$ cat src/rtl/sap_ctrl_sequencer.sv
// SAP-1 microcode control sequencer: T-state counter plus opcode/flag decode into the 16-bit control word.
// Optional per-opcode instruction length is enabled by defining SAP_EARLY_END_EN.
module sap_ctrl_sequencer #(
  parameter int NUM_STEPS = 5
) (
  input  logic        clk,
  input  logic        clr_n,
  input  logic [3:0]  opcode,
  input  logic        flag_c,
  input  logic        flag_z,
  output logic [15:0] ctrl,
  output logic        pc_load_n,
  output logic        pc_en,
  output logic [2:0]  step,
  output logic        halted
);

  // Control word bit positions, MSB first: HLT MI RI RO IO II AI AO EO SU BI OI CE CO J FI
  localparam logic [15:0] C_HLT = 16'h8000;
  localparam logic [15:0] C_MI  = 16'h4000;
  localparam logic [15:0] C_RI  = 16'h2000;
  localparam logic [15:0] C_RO  = 16'h1000;
  localparam logic [15:0] C_IO  = 16'h0800;
  localparam logic [15:0] C_II  = 16'h0400;
  localparam logic [15:0] C_AI  = 16'h0200;
  localparam logic [15:0] C_AO  = 16'h0100;
  localparam logic [15:0] C_EO  = 16'h0080;
  localparam logic [15:0] C_SU  = 16'h0040;
  localparam logic [15:0] C_BI  = 16'h0020;
  localparam logic [15:0] C_OI  = 16'h0010;
  localparam logic [15:0] C_CE  = 16'h0008;
  localparam logic [15:0] C_CO  = 16'h0004;
  localparam logic [15:0] C_J   = 16'h0002;
  localparam logic [15:0] C_FI  = 16'h0001;

  localparam int CE_BIT = 3;
  localparam int J_BIT  = 1;

  localparam logic [3:0] OP_LDA = 4'b0001;
  localparam logic [3:0] OP_ADD = 4'b0010;
  localparam logic [3:0] OP_SUB = 4'b0011;
  localparam logic [3:0] OP_STA = 4'b0100;
  localparam logic [3:0] OP_LDI = 4'b0101;
  localparam logic [3:0] OP_JMP = 4'b0110;
  localparam logic [3:0] OP_JC  = 4'b0111;
  localparam logic [3:0] OP_JZ  = 4'b1000;
  localparam logic [3:0] OP_OUT = 4'b1110;
  localparam logic [3:0] OP_HLT = 4'b1111;

  localparam logic [2:0] LAST_DEFAULT = 3'(NUM_STEPS - 1);

  typedef enum logic {
    RUN  = 1'b0,
    HALT = 1'b1
  } state_e;

  state_e     state_q, state_d;
  logic [2:0] step_q, step_d;
  logic [2:0] last_step;

`ifdef SAP_EARLY_END_EN
  // Opcode is stable from step 2, and every length is at least 3, so a stale IR during fetch cannot end it early.
  always_comb begin
    last_step = 3'd2;
    case (opcode)
      OP_ADD, OP_SUB: last_step = 3'd4;
      OP_LDA, OP_STA: last_step = 3'd3;
      default:        last_step = 3'd2;
    endcase
  end
`else
  assign last_step = LAST_DEFAULT;
`endif

  always_ff @(posedge clk or negedge clr_n) begin
    if (!clr_n) begin
      state_q <= RUN;
      step_q  <= 3'd0;
    end else begin
      state_q <= state_d;
      step_q  <= step_d;
    end
  end

  // HALT leaves step parked at 2; only the asynchronous clear leaves this state.
  always_comb begin
    state_d = state_q;
    step_d  = step_q;
    if (state_q == RUN) begin
      if (step_q == 3'd2 && opcode == OP_HLT) begin
        state_d = HALT;
      end else if (step_q == last_step) begin
        step_d = 3'd0;
      end else begin
        step_d = step_q + 3'd1;
      end
    end
  end

  always_comb begin
    ctrl = '0;
    if (state_q == HALT) begin
      ctrl = C_HLT;
    end else begin
      case (step_q)
        3'd0: ctrl = C_MI | C_CO;
        3'd1: ctrl = C_RO | C_II | C_CE;
        3'd2: begin
          case (opcode)
            OP_LDA, OP_ADD, OP_SUB, OP_STA: ctrl = C_IO | C_MI;
            OP_LDI: ctrl = C_IO | C_AI;
            OP_JMP: ctrl = C_IO | C_J;
            OP_JC:  ctrl = flag_c ? (C_IO | C_J) : 16'h0000;
            OP_JZ:  ctrl = flag_z ? (C_IO | C_J) : 16'h0000;
            OP_OUT: ctrl = C_AO | C_OI;
            OP_HLT: ctrl = C_HLT;
            default: ctrl = 16'h0000;
          endcase
        end
        3'd3: begin
          case (opcode)
            OP_LDA:         ctrl = C_RO | C_AI;
            OP_ADD, OP_SUB: ctrl = C_RO | C_BI;
            OP_STA:         ctrl = C_AO | C_RI;
            default:        ctrl = 16'h0000;
          endcase
        end
        3'd4: begin
          case (opcode)
            OP_ADD:  ctrl = C_EO | C_AI | C_FI;
            OP_SUB:  ctrl = C_EO | C_AI | C_SU | C_FI;
            default: ctrl = 16'h0000;
          endcase
        end
        default: ctrl = 16'h0000;
      endcase
    end
  end

  assign pc_load_n = ~ctrl[J_BIT];
  assign pc_en     = ctrl[CE_BIT];
  assign step      = step_q;
  assign halted    = (state_q == HALT);

endmodule

$ cat config.mk
export PLATFORM = sky130hd
export DESIGN_NAME = sap_ctrl_sequencer
export DESIGN_NICKNAME = d
export VERILOG_FILES = /design/src/rtl/sap_ctrl_sequencer.sv
export SDC_FILE = /design/constraint.sdc
export NUM_CORES = 1
export LEC_CHECK = 0
export BUFFER_PORTS_ARGS = -buffer_cell sky130_fd_sc_hd__buf_2
export CAP_MARGIN = 5
export CORE_MARGIN = 10
export CORE_UTILIZATION = 41
export CTS_BUF_LIST = sky130_fd_sc_hd__clkbuf_2 sky130_fd_sc_hd__clkbuf_4 sky130_fd_sc_hd__clkbuf_8
export CTS_CLUSTER_SIZE = 40
export DETAILED_ROUTE_END_ITERATION = 7
export PLACE_DENSITY = 0.76
export RECOVER_POWER = 50
export SYNTH_ARGS = -nofsm -noshare
export SYNTH_HDL_FRONTEND = slang
export SYNTH_SLANG_ARGS = --single-unit
$ cat constraint.sdc
create_clock -name clk -period 1.5 [get_ports clk]
set_input_delay 0.3 -clock clk [delete_from_list [all_inputs] [get_ports clk]]
set_output_delay 0.3 -clock clk [all_outputs]
set_load 0.03 [all_outputs]
==> results.tsv <==
metric	value	unit
outcome	complete, but fails checks	
failing checks	negative setup slack	
syn nets	85	
Slew headroom	76.7	%
Vias per Instance	6.38	
setup TNS	-8.59	ns
Worst Tran Pin Value	0.345	ns
Fin Clk Skew	0.0141	ns
Die H	57.8	um
ANT cells	0	
Ports	30	
pre-CTS setup slack	-0.255	ns
final RePlAce weighted congestion	0.826	
core area	1320	um^2
share of the synthesized area in the top cell type	17.1	%
Final #Nets	142	
drt total wl	3680	um
Most common cell on crit path	ha_4	
Initial Util	44.4	%
Avg WL per Cell	25.7	um
CTS Root Cell	clkbuf_4	
clk buf depth	2	
most frequent cell after synthesis	nor2_1	
area added between synthesis and finish	118	%
CP max stage cell	dfrtp_2	
first-pass GRT wire length	4200	um
Mean Syn Cell Area	8.13	um^2
largest family of logic cells by synthesized area	simple AND/OR/NAND/NOR gates	
post-synthesis compound-gate area fraction	22.0	%
Worst Path Max Fanout	5	
crit-path max cell delay	0.47	ns
Port Buf Inserts	29	
Yosys top cell by area	dfrtp_1	
mux cell area share after synthesis	7.69	%
via count	912	
Crit path arrival time	1.79	ns
share of cells above drive strength 1	75.0	%
Post-DP Area	1000	um^2
PwrDens	2070	nW/um^2
full die area	3340	um^2
CTS clk-pin slew, worst paths	0.06	ns
pin count of the biggest net entering global routing	8	
CTS tree	done	
htree depth	1	
RSZ-0062 raised after global routing	true	
crit-path cells	ha_4, ha_4, nor2_1, a21o_4, a21oi_2, buf_4	
DRT Pass-1 Iters	4	
Synth top cells by count	8 x nor2_1, 5 x a21oi_1, 5 x ha_1, 5 x inv_1	
fin. max-slew vios	0	
clk_lat worst skew	0.26	ns
number of global-route vias before repair	883	
Syn Inst Count	72	
gr usage total	15.3	%
min Tclk post-route	2.09	ns
Worst setup SP type	register	
ys async rst share	100	%
initial antenna violation count	0	
Crit. End Element	output pin	
Synth Area in Simple Gates	28.8	%
Setup WS post-layout	-0.587	ns
Post-DP HPWL	1720	um
Synth cell types	32	
CTS sink cnt	4	
Cell Area, Synth	586	um^2
EDFF count, synth	0	
DRC viols	0	
Detail Route Antenna Nets	0	
period utilization	139	%
number of CTS-inserted buffers	3	
Main synth FF type	dfrtp_1	
Post-Synth Adder-Cell Area	10.7	%
number of cell rows	13	
YS warnings	0	
Hold Path Class	primary input to asynchronous set/reset pin	
Total Power	2.64	mW
critical path start-end classification	register to output pin	
Fin. Hold Viols	0	
WP buf/inv	1	
total grt overflow	0	
die width	57.8	um
WP data required	1.20	ns
setup violators final	22	
crit-path leading delay family	flip-flops	
Leak	0.572	nW
Seq/Total Area, Yosys	17.1	%
Fill cells	23	
initial DRC count	38	
maxcap violations	0	
worst ir drop on vdd	1920	uV
FF-to-FF setup slack	-0.34	ns
final instance area	1270	um^2
Max Fclk	479	MHz
xor/xnor share of the synthesized area	0	%
#FFs+latches synth	4	
top cells by area, synth	dfrtp_1 17%, ha_1 11%, mux2_4 7.7%, buf_4 5.1%, nor2_1 5.1%	
[metrics by stage]
step                instances  utilization, %  hold slack, ns
finish                    143            96.8           0.431
global route              143            96.8           0.450
CTS                       140            89.6           0.379
detailed placement        133            75.9           0.108
global placement          133            75.9           0.106
floorplan                  72               -         0.00441
[cell usage in the layout (no fill, tap or decap), types with 2 or more instances in the layout]
cell type,count
o211ai_1,2
nand2_1,3
clkbuf_4,5
buf_2,10
and4b_1,2
nor2_4,4
a21oi_1,2
inv_4,2
nand3b_1,2
nor2_1,4
ha_4,5
buf_4,29
mux2_4,3
nor2b_1,2
a21oi_2,2
nand4_1,2
dfrtp_2,3
buf_6,18
inv_1,2
nor3_4,2
[per-layer routing]
layer	share of wire, %	up-vias	track usage (%)
met2	47	83	27.8
li1	-	367	-
met1	33	423	15.6
met3	8.7	39	3.05
met5	0	-	0
met4	11	0	9.40
[timing repair]
action                     4_1_cts  5_1_grt
cloned                           0        0
hold buffers                     1        0
resized for setup               33       21
pin swaps                        9        3
setup endpoints to repair       21       22
setup buffers                    2        3
hold endpoints to repair         4        0
[final cells by class]
type	count	area, um^2	area share (%)
Clock buffer	4	30.0	2.36
Inverter	5	23.8	1.86
Multi-Input combinational cell	55	607	47.6
Sequential cell	4	104	8.15
Tap cell	15	18.8	1.47
Timing Repair Buffer	60	492	38.6
[where the power goes]
| group | internal, mW | switching [mW] | total, mW |
|---|---|---|---|
| clock | 0.119 | 0.0664 | 0.186 |
| sequential | 0.176 | 0.127 | 0.303 |
| combinational | 0.997 | 1.15 | 2.15 |
[final timing paths]
kind	startpoint	to	cells past startpoint
max	step[0]	ctrl[12]	6
min	clr_n	step[0]	2
max reg2reg	step[0]	step[2]	7
min reg2reg	step[1]	step[1]	2
max in group asynchronous	clr_n	step[2]	2
min in group clk	opcode[1]	halted	3
[flip-flops by register name, indices dropped and copies added, names as in the netlist]
| signal | cells |
|---|---|
| halted | 1 |
| step | 3 |
[kinds of logic (layout without fill, tap and decap cells)]
kind of cell | count (synthesis) | after routing
AND/OR/NAND/NOR | 30 | 30
AO/OA/AOI/OAI | 17 | 17
buffers and inverters | 13 | 69
adder cells (fa/ha/maj) | 5 | 5
flip-flops | 4 | 4
multiplexers | 3 | 3
Note: power is estimated with default switching activity, not from simulation.
